===== config.mk =====
export PLATFORM = sky130hd
export DESIGN_NAME = ca_code_search
export DESIGN_NICKNAME = d
export VERILOG_FILES = /design/src/rtl/ca_code_search.sv
export SDC_FILE = /design/constraint.sdc
export NUM_CORES = 1
export LEC_CHECK = 0
export CAP_MARGIN = 20
export CORE_ASPECT_RATIO = 1.4
export CORE_UTILIZATION = 58
export DETAILED_ROUTE_END_ITERATION = 7
export GPL_TIMING_DRIVEN = 0
export PLACE_DENSITY = 0.8
export SYNTH_ARGS = -nofsm -noshare
export SYNTH_HDL_FRONTEND = slang
export SYNTH_SLANG_ARGS = --single-unit
export TNS_END_PERCENT = 30

===== constraint.sdc =====
create_clock -name clk -period 3.8 [get_ports clk]
set_input_delay 0.76 -clock clk [delete_from_list [all_inputs] [get_ports clk]]
set_output_delay 0.76 -clock clk [all_outputs]
set_load 0.02 [all_outputs]

===== src/rtl/ca_code_search.sv =====
// ca_code_search
//   Serial code-phase search and lock for one GPS L1 C/A PRN. Regenerates the
//   local Gold-code replica, correlates over 1023-chip periods and slips the
//   replica one chip per failed period until lock or the slip budget runs out.
// Ports
//   clk, rst        : clock, synchronous active-high reset
//   start, prn      : begin a search for prn (1..32); prn sampled on start
//   chip_valid      : qualifies chip_in
//   chip_in         : hard-decision received chip
//   busy            : search or tracking in progress
//   locked          : replica aligned with input
//   inverted        : lock on the complemented code
//   fail            : search exhausted or prn invalid (sticky until start/rst)
//   code_phase      : slips performed so far
//   corr            : agreement count of the last completed period
//   corr_valid      : one-cycle pulse at each period end
//   local_chip      : current replica chip
module ca_code_search #(
  parameter int unsigned LOCK_THRESH = 900,
  parameter int unsigned MAX_SLIPS   = 1023
) (
  input  logic        clk,
  input  logic        rst,
  input  logic        start,
  input  logic [5:0]  prn,
  input  logic        chip_valid,
  input  logic        chip_in,
  output logic        busy,
  output logic        locked,
  output logic        inverted,
  output logic        fail,
  output logic [9:0]  code_phase,
  output logic [10:0] corr,
  output logic        corr_valid,
  output logic        local_chip
);

  typedef enum logic [2:0] {
    S_IDLE, S_LOAD, S_CORR, S_SLIP, S_LOCKED, S_FAIL
  } state_t;

  localparam logic [10:0] HI_THRESH  = 11'(LOCK_THRESH);
  localparam logic [10:0] LO_THRESH  = 11'(1023 - LOCK_THRESH);
  localparam logic [9:0]  SLIP_LIMIT = 10'(MAX_SLIPS);
  localparam logic [10:0] LAST_CHIP  = 11'd1022;

  // Bit (t-1) of the mask selects G2 stage t.
  function automatic logic [9:0] tap_pair(input int unsigned a, input int unsigned b);
    return (10'd1 << (a - 1)) | (10'd1 << (b - 1));
  endfunction

  function automatic logic [9:0] tap_mask(input logic [5:0] p);
    logic [9:0] m;
    m = '0;
    case (p)
      6'd1:  m = tap_pair(2, 6);
      6'd2:  m = tap_pair(3, 7);
      6'd3:  m = tap_pair(4, 8);
      6'd4:  m = tap_pair(5, 9);
      6'd5:  m = tap_pair(1, 9);
      6'd6:  m = tap_pair(2, 10);
      6'd7:  m = tap_pair(1, 8);
      6'd8:  m = tap_pair(2, 9);
      6'd9:  m = tap_pair(3, 10);
      6'd10: m = tap_pair(2, 3);
      6'd11: m = tap_pair(3, 4);
      6'd12: m = tap_pair(5, 6);
      6'd13: m = tap_pair(6, 7);
      6'd14: m = tap_pair(7, 8);
      6'd15: m = tap_pair(8, 9);
      6'd16: m = tap_pair(9, 10);
      6'd17: m = tap_pair(1, 4);
      6'd18: m = tap_pair(2, 5);
      6'd19: m = tap_pair(3, 6);
      6'd20: m = tap_pair(4, 7);
      6'd21: m = tap_pair(5, 8);
      6'd22: m = tap_pair(6, 9);
      6'd23: m = tap_pair(1, 3);
      6'd24: m = tap_pair(4, 6);
      6'd25: m = tap_pair(5, 7);
      6'd26: m = tap_pair(6, 8);
      6'd27: m = tap_pair(7, 9);
      6'd28: m = tap_pair(8, 10);
      6'd29: m = tap_pair(1, 6);
      6'd30: m = tap_pair(2, 7);
      6'd31: m = tap_pair(3, 8);
      6'd32: m = tap_pair(4, 9);
      default: m = '0;
    endcase
    return m;
  endfunction

  state_t      state_q, state_d;
  logic [9:0]  g1_q, g1_d;      // g1_q[i] holds stage i+1
  logic [9:0]  g2_q, g2_d;
  logic [9:0]  mask_q, mask_d;
  logic [10:0] cnt_q, cnt_d;
  logic [10:0] agree_q, agree_d;
  logic [9:0]  slips_q, slips_d;
  logic [10:0] corr_q, corr_d;
  logic        corr_valid_q, corr_valid_d;
  logic        locked_q, locked_d;
  logic        inverted_q, inverted_d;
  logic        fail_q, fail_d;
  logic        busy_q, busy_d;
  logic        local_chip_q, local_chip_d;

  logic        prn_ok;
  logic [10:0] agree_inc;
  logic [9:0]  g1_adv, g2_adv;

  always_comb begin
    prn_ok    = (prn >= 6'd1) && (prn <= 6'd32);
    agree_inc = agree_q + 11'(chip_in == local_chip_q);
    g1_adv    = {g1_q[8:0], g1_q[2] ^ g1_q[9]};
    g2_adv    = {g2_q[8:0], g2_q[1] ^ g2_q[2] ^ g2_q[5] ^ g2_q[7] ^ g2_q[8] ^ g2_q[9]};

    state_d      = state_q;
    g1_d         = g1_q;
    g2_d         = g2_q;
    mask_d       = mask_q;
    cnt_d        = cnt_q;
    agree_d      = agree_q;
    slips_d      = slips_q;
    corr_d       = corr_q;
    corr_valid_d = 1'b0;
    locked_d     = locked_q;
    inverted_d   = inverted_q;
    fail_d       = fail_q;

    if (start) begin
      // Restart from any state; the IDLE decision is folded in here so that
      // LOAD (or FAIL for a bad prn) is reached in the cycle after start.
      locked_d   = 1'b0;
      inverted_d = 1'b0;
      if (prn_ok) begin
        state_d = S_LOAD;
        mask_d  = tap_mask(prn);
        fail_d  = 1'b0;
      end else begin
        state_d = S_FAIL;
        fail_d  = 1'b1;
      end
    end else begin
      case (state_q)
        S_IDLE, S_FAIL: ;
        S_LOAD: begin
          g1_d    = '1;
          g2_d    = '1;
          cnt_d   = '0;
          agree_d = '0;
          slips_d = '0;
          state_d = S_CORR;
        end
        S_CORR, S_LOCKED: begin
          if (chip_valid) begin
            g1_d = g1_adv;
            g2_d = g2_adv;
            if (cnt_q == LAST_CHIP) begin
              cnt_d        = '0;
              agree_d      = '0;
              corr_d       = agree_inc;
              corr_valid_d = 1'b1;
              if (agree_inc >= HI_THRESH) begin
                state_d    = S_LOCKED;
                locked_d   = 1'b1;
                inverted_d = 1'b0;
              end else if (agree_inc <= LO_THRESH) begin
                state_d    = S_LOCKED;
                locked_d   = 1'b1;
                inverted_d = 1'b1;
              end else begin
                locked_d   = 1'b0;
                inverted_d = 1'b0;
                if (slips_q == SLIP_LIMIT) begin
                  state_d = S_FAIL;
                  fail_d  = 1'b1;
                end else begin
                  state_d = S_SLIP;
                end
              end
            end else begin
              cnt_d   = cnt_q + 11'd1;
              agree_d = agree_inc;
            end
          end
        end
        S_SLIP: begin
          // Swallow one input chip without advancing the replica.
          if (chip_valid) begin
            slips_d = (slips_q == SLIP_LIMIT) ? slips_q : slips_q + 10'd1;
            state_d = S_CORR;
          end
        end
        default: state_d = S_IDLE;
      endcase
    end

    busy_d = (state_d == S_LOAD) || (state_d == S_CORR) ||
             (state_d == S_SLIP) || (state_d == S_LOCKED);
    // Registered copy of the replica chip for the next LFSR state.
    local_chip_d = (state_d == S_IDLE) ? 1'b0 : (g1_d[9] ^ (^(g2_d & mask_d)));
  end

  always_ff @(posedge clk) begin
    if (rst) begin
      state_q      <= S_IDLE;
      g1_q         <= '1;
      g2_q         <= '1;
      mask_q       <= '0;
      cnt_q        <= '0;
      agree_q      <= '0;
      slips_q      <= '0;
      corr_q       <= '0;
      corr_valid_q <= 1'b0;
      locked_q     <= 1'b0;
      inverted_q   <= 1'b0;
      fail_q       <= 1'b0;
      busy_q       <= 1'b0;
      local_chip_q <= 1'b0;
    end else begin
      state_q      <= state_d;
      g1_q         <= g1_d;
      g2_q         <= g2_d;
      mask_q       <= mask_d;
      cnt_q        <= cnt_d;
      agree_q      <= agree_d;
      slips_q      <= slips_d;
      corr_q       <= corr_d;
      corr_valid_q <= corr_valid_d;
      locked_q     <= locked_d;
      inverted_q   <= inverted_d;
      fail_q       <= fail_d;
      busy_q       <= busy_d;
      local_chip_q <= local_chip_d;
    end
  end

  assign busy       = busy_q;
  assign locked     = locked_q;
  assign inverted   = inverted_q;
  assign fail       = fail_q;
  assign code_phase = slips_q;
  assign corr       = corr_q;
  assign corr_valid = corr_valid_q;
  assign local_chip = local_chip_q;

endmodule


==> results.sh, run 1 <==
export IMPL_synth_top_cell_area_share=0.354
export IMPL_grtUsageTotal=0.290
export IMPL_wire_per_inst_um=16.2
export IMPL_fmax_mhz=274
export IMPL_die_area_um2=8370
export IMPL_synthFlopType="dfxtp_1"
export IMPL_cpPeakStageDelay_ns=0.47
export IMPL_root_buffer="clkbuf_8"
export IMPL_min_from="agree_q[0]"
export IMPL_seq_area_um2=1640
export IMPL_cp_cell_sequence="clkdlybuf4s50_1 > xnor2_1 > ha_1 > ha_2 > and4_1 > nand2_1 > xnor2_1 > o311ai_0 > and3_1 > nor2b_1 > a211oi_1 > nor3_1"
export IMPL_crit_cells=12
export IMPL_drv_cap=0
export IMPL_wl_met3_um=469
export IMPL_fin_crit_sh=0.960
export IMPL_ys_ff_latch=82
export IMPL_clkSinkCount=82
export IMPL_highest_layer="met4"
export IMPL_startpoint_type="primary input"
export IMPL_relSlewSlack=0.460
export IMPL_synth_cell_type_count=71
export IMPL_syn_to_final_growth_pct=14.9
export IMPL_portBuffers=35
export IMPL_clk_latency_ns=0.37
export IMPL_die_h_um=108
export IMPL_cp_data_required_time_ns=4.09
export IMPL_antenna_found_initial=0
export IMPL_synth_edf_count=0
export IMPL_via_count=4282
export IMPL_syn_area_per_cell_um2=8.33
export IMPL_drive_above_1_share=0.0887
export IMPL_path_clk_slew_ns=0.08
export IMPL_worst_path_max_delay_cell="clkdlybuf4s50_1"
export IMPL_p_leak_nw=1.91
export IMPL_finalNetCount=624
export IMPL_synth_async_reset_ratio=0
export IMPL_htreeDepth=3
export IMPL_multi_input_area_um2=2790
export IMPL_routed_wl_met2_um=6280
export IMPL_cts_hold_buf=0
export IMPL_initial_core_util=0.599
export IMPL_fillers=676
export IMPL_via_per_inst=6.04
export IMPL_syn_area_um2=4640
export IMPL_min_period_ns=3.65
export IMPL_ant_nets=0
export IMPL_finalPower_mw=1.84
export IMPL_drc=0
export IMPL_rows=38
export IMPL_grt_first_pass_wirelength_um=19000
export IMPL_worst_pin_slew_ns=0.805
export IMPL_r2r_cells=11
export IMPL_fin_tns_setup_ns=0
export IMPL_min_to="agree_q[0]"
export IMPL_post_dp_hpwl_um=8470
export IMPL_m1WireLength_um=4360
export IMPL_drt_total_wl_um=11500
export IMPL_slew_viol_final=0
export IMPL_clock_path_buffers=2
export IMPL_min_path_type="reg2reg"
export IMPL_yosysSeqAreaShare=0.354
export IMPL_grt_max_degree=13
export IMPL_setup_violations=0
export IMPL_cts_tree="built"
export IMPL_crit_path_max_fanout=9
export IMPL_synth_area_leaders="dfxtp_1 35%, nor2_1 5.3%, a21oi_1 4.9%, xor2_1 4.0%, nand2_1 3.6%"
export IMPL_grt_pass1_vias=4108
export IMPL_holdPathStages=2
export IMPL_core_area_um2=7750
export IMPL_hold_viol_final=0
export IMPL_reg2reg_to="fail"
export IMPL_synthCells=557
export IMPL_gp_congestion=0.891
export IMPL_dr_pass1_iters=5
export IMPL_synth_top_cell_by_area="dfxtp_1"
export IMPL_layout_common_cells="82 x dfxtp_1, 66 x nor2_1, 44 x a21oi_1, 44 x nand2_1, 35 x clkdlybuf4s50_1"
export IMPL_power_density_nw_per_um2=345
export IMPL_drtIter0Drc=231
export IMPL_grt_overflow_total=0
export IMPL_skew_ns=0.00706
export IMPL_synth_warnings=0
export IMPL_critical_path_endpoint_type="flop"
export IMPL_r2r_start="local_chip"
export IMPL_vdd_ir_drop_max_uv=210
export IMPL_synth_fp_nets=577
export IMPL_r2r_slack_ns=0.61
export IMPL_rsz0062_at_grt="no"
export IMPL_crit_arrival_ns=3.94
export IMPL_critical_path_class="in2reg"
export IMPL_ios=38
export IMPL_crit_path_frequent_cell="xnor2_1"
export IMPL_outcome="finished, final reports clean"
export IMPL_cts_buffers=9
export IMPL_cp_top_family="simple AND/OR/NAND/NOR gates"
export IMPL_antennaDiodeCount=0
export IMPL_layout_commonest_cell="dfxtp_1"
export IMPL_fp_dieW_um=77.6
export IMPL_critPathBufInv=1
[registers in the layout, indices dropped and copies added, names as in the netlist]
| register | cells |
|---|---|
| g1_q | 10 |
| cnt_q | 11 |
| corr_valid | 1 |
| corr | 11 |
| mask_q | 10 |
| locked | 1 |
| fail | 1 |
| agree_q | 11 |
| busy | 1 |
| state_q | 3 |
| local_chip | 1 |
| inverted | 1 |
| code_phase | 10 |
| g2_q | 10 |
[per-layer routing]
metal	vias up	track usage
li1	2084	-
met1	2047	0.309
met2	120	0.532
met3	31	0.0381
met4	0	0.183
met5	-	0
[cell families after synthesis]
family          after synthesis  synth area share
flops                        82             0.354
mux                          13            0.0385
fa+ha+maj                     9            0.0243
simple gates                225             0.253
buf+inv                      50            0.0469
compound gates              140             0.203
xor+xnor                     38            0.0806
[stage by stage]
stage,cell area [um^2],setup slack (ns),utilization,std cells,hold slack [ns]
finish,5340,0.150,0.688,709,0.467
floorplan,4640,0.658,-,557,0.436
global placement,5120,-0.354,0.660,692,0.443
detailed placement,5120,-0.330,0.660,692,0.451
CTS,5320,0.00962,0.686,708,0.470
global route,5340,0.00174,0.688,709,0.490
[worst max path at each step]
stage | start | end
after detailed placement | chip_in | fail
after global routing | prn[0] | local_chip
after global placement | chip_in | fail
after floorplan | prn[0] | local_chip
final | chip_in | fail
after CTS | chip_in | fail
[cell usage after synthesis, drive strengths merged, types with 9 or more instances]
library cell and n:
nand2 46, nor2 67, a21oi 47, nand3 9, o21ai 19, nand4 11
dfxtp 82, xor2 21, nor2b 11, ha 9, nor3 17, a211o 11
clkbuf 24, a211oi 16, inv 13, buf 13, nand2b 21, xnor2 14
[worst register-to-register path, cell delays in order, from the launching register on]
cell	delay [ns]
dfxtp_1	0.34
xnor2_1	0.21
ha_1	0.30
ha_2	0.32
and4_1	0.27
nand2_1	0.08
xnor2_1	0.17
o311ai_0	0.47
and3_1	0.35
nor2b_1	0.31
a211oi_1	0.13
nor3_1	0.15
[power breakdown]
group | internal, mW | leakage [nW] | switching (mW)
Sequential | 0.884 | 0.666 | 0.0175
Clock | 0.340 | 0.101 | 0.306
Combinational | 0.131 | 1.14 | 0.162
[layout make-up]
type                       count  share of cell area
buffer                        36              0.0310
sequential                    82               0.308
multi-input combinational    425               0.523
clock inverter                 2             0.00657
clock buffer                  14              0.0305
timing repair buffer          37              0.0685
inverter                      13             0.00915
tap                          100              0.0235
[repair_timing]
item | 4_1_cts | 5_1_grt
endpoints found under the hold margin | 0 | 0
endpoints found under the setup margin | 0 | 6
buffers inserted | 0 | 1
resized for setup | 0 | 3
Power figures use the tool's default switching activity.
==> run 2: changes to the inputs <==
REMOVE_ABC_BUFFERS = 1   (was not set)
SLEW_MARGIN = 25   (was not set)
==> run 2 against run 1 <==
Effect of this change: clock power up 6.7%; core utilization down 1.0 points; critical endpoint unchanged; combinational power down 7.5%; largest power group unchanged.
==> results.sh, run 2 (same netlist as run 1, synthesis figures left out) <==
export IMPL_via_per_inst=5.94
export IMPL_seqPwrFrac=0.485
export IMPL_pre_cts_ws_ns=-0.451
export IMPL_crit_arrival_ns=3.89
export IMPL_die_area_um2=8370
export IMPL_antennaDiodeCount=0
export IMPL_critical_path_class="in2reg"
export IMPL_grt_first_pass_wirelength_um=17200
export IMPL_p_switching_uw=471
export IMPL_vdd_ir_drop_max_uv=281
export IMPL_cp_startpoint="chip_in"
export IMPL_grt_max_degree=63
export IMPL_ios=38
export IMPL_drv_cap=0
export IMPL_cts_buffers=9
export IMPL_drt_total_wl_um=10000
export IMPL_fin_crit_sh=0.953
export IMPL_skew_ns=0.00682
export IMPL_antenna_found_initial=0
export IMPL_clkPwrFrac=0.370
export IMPL_layout_common_cells="82 x dfxtp_1, 66 x nor2_1, 44 x a21oi_1, 44 x nand2_1, 33 x clkdlybuf4s50_1"
export IMPL_finalNetCount=592
export IMPL_grtUsageTotal=0.258
export IMPL_critical_path_endpoint_type="flop"
export IMPL_r2r_cells=8
export IMPL_drtIter0Drc=218
export IMPL_startpoint_type="primary input"
export IMPL_root_buffer="clkbuf_8"
export IMPL_clk_latency_ns=0.36
export IMPL_post_dp_hpwl_um=7030
export IMPL_die_h_um=108
export IMPL_cts_tree="built"
export IMPL_via_count=4023
export IMPL_top_usage_layer="met2"
export IMPL_drc=0
export IMPL_hold_viol_final=0
export IMPL_fin_area_um2=5260
export IMPL_min_from="g1_q[1]"
export IMPL_drive_above_1_share=0.0867
export IMPL_hold_slack_ns=0.471
export IMPL_initial_core_util=0.599
export IMPL_dr_pass1_iters=5
export IMPL_ant_nets=0
export IMPL_slew_viol_final=0
export IMPL_clock_path_buffers=2
export IMPL_grt_overflow_total=0
export IMPL_r2r_slack_ns=0.22
export IMPL_finalPower_mw=1.86
export IMPL_outcome="finished, final reports clean"
export IMPL_crit_path_max_fanout=9
export IMPL_worst_pin_slew_ns=0.939
export IMPL_gp_congestion=0.842
export IMPL_swShare=0.253
export IMPL_fmax_mhz=276
export IMPL_grtUsageMet1=0.303
export IMPL_r2r_start="state_q[0]"
export IMPL_htreeDepth=3
export IMPL_p_leak_nw=1.90
export IMPL_fin_ws_ns=0.180
export IMPL_rsz0062_at_grt="no"
export IMPL_min_path_type="reg2reg"
export IMPL_power_frac_comb=0.145
export IMPL_min_period_ns=3.62
export IMPL_fp_dieW_um=77.6
export IMPL_post_dp_cell_area_um2=5010
export IMPL_intPower_mw=1.39
export IMPL_use_met3=0.0458
export IMPL_portBuffers=37
export IMPL_layout_commonest_cell="dfxtp_1"
export IMPL_rows=38
export IMPL_clkSinkCount=82
export IMPL_setup_violations=0
export IMPL_power_density_nw_per_um2=355
export IMPL_wire_per_inst_um=14.8
export IMPL_relSlewSlack=0.374
export IMPL_path_clk_slew_ns=0.08
export IMPL_use_met2=0.453
export IMPL_grt_pass1_vias=3860
export IMPL_reg2reg_to="local_chip"
export IMPL_endpoint="fail"
export IMPL_core_area_um2=7750
export IMPL_syn_to_final_growth_pct=13.3
export IMPL_cp_data_required_time_ns=4.07
[run 2: cell types whose count changed in the layout (fill, tap and decap cells not counted), moves of 2 or more]
cell and delta:
buf_4 -2, clkbuf_1 -25, clkinv_2 +3, buf_1 -3, dlymetal6s2s_1 +2, clkdlybuf4s50_1 -2, buf_2 -5
[run 2: power groups by stage]
stage | Combinational (mW) | Sequential [mW] | Clock (mW)
after floorplan | 0.174 | 0.926 | 0
final | 0.271 | 0.904 | 0.689
after global routing | 0.299 | 0.907 | 0.744
after detailed placement | 0.268 | 0.924 | 0
after CTS | 0.269 | 0.904 | 0.709
after global placement | 0.259 | 0.923 | 0
[run 2: cell type report]
cell class,instances,area (um^2)
fillers,631,2490
flip-flops and latches,82,1640
well taps,100,125
inverters,13,48.8
repair buffers,41,413
multi-input cells,425,2810
clock inverters,6,80.1
clock buffers,10,138
[run 2: worst min-delay path by stage]
stage,endpoint,slack (ns),depth (start not counted)
after floorplan,agree_q[0],0.43,2
after global placement,g1_q[6],0.44,1
after detailed placement,g1_q[3],0.45,1
after CTS,g1_q[1],0.47,1
after global routing,g1_q[1],0.49,1
final,g1_q[1],0.47,1
[run 2: repair_timing]
| action | in CTS | in global routing |
|---|---|---|
| hold buffers | 0 | 0 |
| pin swaps | 0 | 0 |
| buffers inserted | 0 | 2 |
| resized for setup | 1 | 5 |
| setup endpoints to repair | 1 | 1 |
[run 2: per-layer routing]
layer	share of wire	up-vias	wire, um
li1	-	2022	-
met1	0.43	1896	4330
met2	0.51	89	5080
met3	0.039	16	395
met4	0.020	0	201
met5	0	-	0
[run 2: stage by stage]
step,TNS [ns],std cells,utilization
final,0,677,0.678
after global routing,0,677,0.678
after CTS,0,675,0.674
after detailed placement,-0.524,659,0.646
after global placement,-12.84,657,0.641
after floorplan,-0.0484,520,-
[run 2: worst max-delay path, cell delays in order]
cell and delay (ns):
clkdlybuf4s50_1 0.47, xnor2_1 0.12, ha_1 0.28, ha_1 0.37, and4_1 0.29, nand2_1 0.08
xnor2_1 0.17, o311ai_0 0.34, and3_1 0.33, nor2b_1 0.36, a211oi_1 0.13, nor3_1 0.17
==> run 3: changes to the inputs <==
CORE_UTILIZATION = 55   (was 58)
PLACE_DENSITY = 0.76   (was 0.8)
==> run 3 against run 2 <==
Effect of this change: core utilization shrank 2.1 points; global-route usage shrank 0.89 points; non-clock buffer count grew 1; clock skew shrank 0.0031 ns; combinational power grew 1%; setup slack lost 0.073 ns.
==> results.sh, run 3 (same netlist as run 1, synthesis figures left out) <==
export IMPL_fin_tns_setup_ns=0
export IMPL_drt_total_wl_um=10200
export IMPL_antenna_found_initial=0
export IMPL_min_period_ns=3.69
export IMPL_htreeDepth=3
export IMPL_grt_pass1_vias=3823
export IMPL_cts_buffers=9
export IMPL_worst_pin_slew_ns=0.916
export IMPL_slew_viol_final=0
export IMPL_crit_arrival_ns=3.96
export IMPL_fin_crit_sh=0.972
export IMPL_dp_cells=662
export IMPL_clkSinkCount=82
export IMPL_core_area_um2=8150
export IMPL_initial_core_util=0.570
export IMPL_antennaDiodeCount=0
export IMPL_portBuffers=37
export IMPL_critical_path_endpoint_type="flop"
export IMPL_die_h_um=111
export IMPL_p_leak_nw=1.92
export IMPL_power_density_nw_per_um2=385
export IMPL_drc=0
export IMPL_via_count=4038
export IMPL_rows=39
export IMPL_fillers=671
export IMPL_r2r_start="state_q[0]"
export IMPL_crit_path_max_fanout=20
export IMPL_reg2reg_to="local_chip"
export IMPL_grt_max_degree=36
export IMPL_grt_first_pass_wirelength_um=17400
export IMPL_syn_to_final_growth_pct=15.4
export IMPL_hold_viol_final=0
export IMPL_vdd_ir_drop_max_uv=247
export IMPL_via_per_inst=5.94
export IMPL_wire_per_inst_um=14.9
export IMPL_cts_tree="built"
export IMPL_post_dp_hpwl_um=7260
export IMPL_drive_above_1_share=0.0865
export IMPL_worst_path_max_delay_cell="clkdlybuf4s50_1"
export IMPL_outcome="finished, final reports clean"
export IMPL_clock_path_buffers=2
export IMPL_cts_hold_buf=0
export IMPL_skew_ns=0.00371
export IMPL_root_buffer="clkbuf_16"
export IMPL_r2r_slack_ns=0.24
export IMPL_grtUsageTotal=0.249
export IMPL_critPathBufInv=2
export IMPL_path_clk_slew_ns=0.06
export IMPL_cp_top_family="buffers and inverters"
export IMPL_ios=38
export IMPL_drv_cap=0
export IMPL_min_to="mask_q[7]"
export IMPL_die_area_um2=8820
export IMPL_critical_path_class="in2reg"
export IMPL_fmax_mhz=271
export IMPL_grt_overflow_total=0
export IMPL_fin_cells=680
export IMPL_cp_data_required_time_ns=4.07
export IMPL_r2r_cells=8
export IMPL_min_from="mask_q[7]"
export IMPL_finalNetCount=593
export IMPL_relSlewSlack=0.389
export IMPL_cp_cell_sequence="clkdlybuf4s50_1 > nor4b_4 > buf_4 > mux2i_1 > o32a_1 > o21ai_0 > a211oi_1 > xnor3_1 > nor3_2"
export IMPL_min_path_type="reg2reg"
export IMPL_dr_pass1_iters=5
export IMPL_ant_nets=0
export IMPL_clk_latency_ns=0.34
export IMPL_drtIter0Drc=232
export IMPL_holdPathStages=2
export IMPL_startpoint_type="primary input"
export IMPL_fp_dieW_um=79.6
export IMPL_setup_violations=0
export IMPL_layout_common_cells="82 x dfxtp_1, 66 x nor2_1, 44 x a21oi_1, 44 x nand2_1, 35 x clkdlybuf4s50_1"
export IMPL_layout_commonest_cell="dfxtp_1"
export IMPL_cpPeakStageDelay_ns=0.78
export IMPL_gp_congestion=0.852
-- run 3: changes by cell type in the layout (fill, tap and decap cells not counted), sizes merged --
cell	previous run	this run
clkinv	4	1
clkbuf	10	12
clkdlybuf4s50	33	35
clkinvlp	0	2
dlymetal6s2s	2	0
buf	5	6
bufinv	2	1
-- run 3: timing repair --
action	4_1_cts	5_1_grt
hold endpoints to repair	0	0
resized for setup	2	2
setup endpoints to repair	1	1
buffers inserted	0	2
-- run 3: through the flow --
| stage | total power, mW | hold WS [ns] | utilization | setup slack [ns] | instance area, um^2 |
|---|---|---|---|---|---|
| 2_1_floorplan | 1.10 | 0.430 | - | -0.0484 | 4470 |
| 3_3_place_gp | 1.18 | 0.443 | 0.610 | -1.56 | 4970 |
| 3_5_place_dp | 1.19 | 0.454 | 0.616 | -0.517 | 5020 |
| 4_1_cts | 2.08 | 0.464 | 0.654 | 0.00455 | 5330 |
| 5_1_grt | 2.15 | 0.485 | 0.657 | -0.00401 | 5360 |
| 6_report | 2.06 | 0.466 | 0.657 | 0.107 | 5360 |
-- run 3: worst max path at each step --
stage | startpoint | endpoint | slack, ns | cells after the start
2_1_floorplan | chip_valid | local_chip | -0.05 | 8
3_3_place_gp | chip_valid | local_chip | -1.56 | 9
3_5_place_dp | prn[2] | local_chip | -0.52 | 9
4_1_cts | prn[0] | local_chip | 0.005 | 11
5_1_grt | prn[3] | local_chip | -0.004 | 9
6_report | prn[3] | local_chip | 0.11 | 9
-- run 3: layer usage --
layer | vias up | GRT usage | routed length, um
met2 | 103 | 0.440 | 5360
met3 | 15 | 0.0494 | 402
met4 | 0 | 0.110 | 197
met5 | - | 0 | 0
li1 | 2027 | - | -
met1 | 1893 | 0.280 | 4200
-- run 3: worst min-delay path, cell delays in order, from the launching register on --
cell     delay [ns]
dfxtp_1        0.30
nand2_1        0.06
a21oi_1        0.06
-- run 3: power by group --
| group | switching [mW] | total [mW] | internal (mW) |
|---|---|---|---|
| logic | 0.148 | 0.275 | 0.127 |
| clock network | 0.339 | 0.882 | 0.543 |
| registers | 0.0204 | 0.906 | 0.885 |
| total | 0.507 | 2.06 | 1.56 |
-- run 3: cell type report --
class	count	area [um^2]	share of cell area
Multi-Input combinational cell	425	2810	0.525
Tap cell	102	128	0.0238
Clock inverter	4	50.0	0.00934
Inverter	13	48.8	0.00911
Timing Repair Buffer	42	422	0.0787
Sequential cell	82	1640	0.306
Clock buffer	12	256	0.0479
==> edit: new RTL, flow settings as in run 1 <==
Compare `cnt_q` against `LAST_CHIP` with >= in place of ==.
--- a/src/rtl/ca_code_search.sv
+++ b/src/rtl/ca_code_search.sv
@@ -158,3 +158,3 @@
             g2_d = g2_adv;
-            if (cnt_q == LAST_CHIP) begin
+            if (cnt_q >= LAST_CHIP) begin
               cnt_d        = '0;
Formal check against the unedited RTL: no difference found for any inputs over 4 cycles, from zero or initial values and one cycle with rst high; that may be too few to reach the edited logic, so the function may still have changed.
==> edit against run 1 <==
Register-to-register slack gained 150 ps. Synthesized area shrank 3.9%. Total power shrank 1.1%. Sequential power shrank 2%. Via count shrank 2.7%. Design area shrank 2.7%. Sequential cell count is the same. Die area shrank 3.8%. Setup slack lost 54 ps. Routed wire length shrank 0.76%.
==> edit: results (changes against run 1) <==
.. list-table::
   :header-rows: 1

   * - Metric
     - Value
   * - Flop-to-flop setup slack
     - 760 ps (+150 ps)
   * - CTS H-Tree Depth
     - 3 (unchanged)
   * - Global-route track usage on met3
     - 4.94% (+1.1 points)
   * - Peak VDD IR
     - 0.272 mV (+30%)
   * - Area after DPL
     - 4930 um2 (-3.6%)
   * - Setup skew after layout
     - 12.3 ps (+5.25 ps)
   * - HP Class
     - reg -> reg
   * - Number of distinct library cells after synthesis
     - 64 (-9.9%)
   * - Layout cell share with drive strength beyond 1
     - 6.95% (-1.9 points)
   * - Placer congestion estimate
     - 0.895 (+0.45%)
   * - Maximum number of pins on one net before global-route repair
     - 14 (+1)
   * - Post-DP HPWL
     - 8320 um (-1.8%)
   * - Via count of the first global-routing pass
     - 3938 (-4.1%)
   * - Sequential share of the synthesized area
     - 36.8% (+1.4 points)
   * - Post-DRT Antenna Nets
     - 0 (unchanged)
   * - Net Count, Synth
     - 562 (-2.6%)
   * - Number of vias in the routed layout
     - 4167 (-2.7%)
   * - Global Route met2 Usage
     - 52.7% (-0.56 points)
   * - Number of nets at the end of the flow
     - 608 (-2.6%)
   * - Transition at the pin with the smallest max-transition slack
     - 811 ps (+5.75 ps)
   * - Global-route wire length before repair
     - 18400 um (-3.0%)
   * - Outcome
     - finished, final reports clean
   * - First-iteration detailed-routing DRC count
     - 243 (+5.2%)
   * - Arrival time of the worst setup path
     - 3930 ps (about the same)
   * - Met1 global-route usage
     - 31.7% (+0.81 points)
   * - Overall routing resource usage
     - 29.0% (about the same)
   * - Largest cells by area after synthesis
     - sky130_fd_sc_hd__dfxtp_1, sky130_fd_sc_hd__nor2_1, sky130_fd_sc_hd__xnor2_1
   * - Standby leakage power
     - 1.81 nW (-5.3%)
   * - Crit-path max cell delay
     - 530 ps (+60 ps)
   * - Source-to-sink clock delay at the later pin of the worst-skew pair
     - 360 ps
   * - Average wire per standard cell
     - 16.6 um (+2.4%)
edit: area by class of cell:
| type | instances | area, um2 |
|---|---|---|
| Clock inverter | 4 | 77.6 |
| Inverter | 15 | 56.3 |
| Sequential cell | 82 | 1640 |
| Clock buffer | 11 | 131 |
| Multi-Input combinational cell | 411 | 2680 |
| Timing Repair Buffer | 35 | 350 |
| Fill cell | 626 | 2220 |
| Tap cell | 97 | 121 |
| Buffer | 32 | 133 |
edit: repair_timing:
item,CTS,global route
pin swaps,0,0
setup endpoints to repair,2,3
resized for setup,3,11
edit: layer usage:
layer	vias up	part of all wire (%)
met5	-	0
met4	0	3.9
met3	38	4.1
met2	114	51
met1	1994	41
li1	2021	-
edit: cell families after synthesis:
group                      share of synthesized area [%]
and+or+nand+nor                                     24.9
xor gates and xnor gates                            8.56
muxes                                               2.36
buffers and inverters                               4.21
AOI/OAI and AO/OA                                   20.1
DFF                                                 36.8
adders and majority gates                           3.09
edit: final timing paths:
check / depth (start not counted) / start / end
worst max-delay path: 12 / prn[1] / local_chip
worst min-delay path: 2 / cnt_q[10] / cnt_q[10]
worst max register to register: 11 / local_chip / local_chip
worst min register to register: 2 / cnt_q[10] / cnt_q[10]
edit: report_power, final:
| part | switching, W | total [W] | internal, W |
|---|---|---|---|
| combinational | 0.000147 | 0.000245 | 0.0000982 |
| sequential | 0.0000129 | 0.000888 | 0.000875 |
| clock | 0.000316 | 0.000686 | 0.000369 |
| total | 0.000476 | 0.00182 | 0.00134 |
edit: through the flow:
stage / setup TNS (ps) / hold slack [ps] / setup slack (ps) / std cells
floorplan: 0 / 432 / 596 / 540
global placement: -905 / 439 / -502 / 672
detailed placement: -1100 / 462 / -527 / 672
CTS: 0 / 475 / 23.1 / 687
global route: 0 / 492 / 14.1 / 687
finish: 0 / 480 / 95.7 / 687
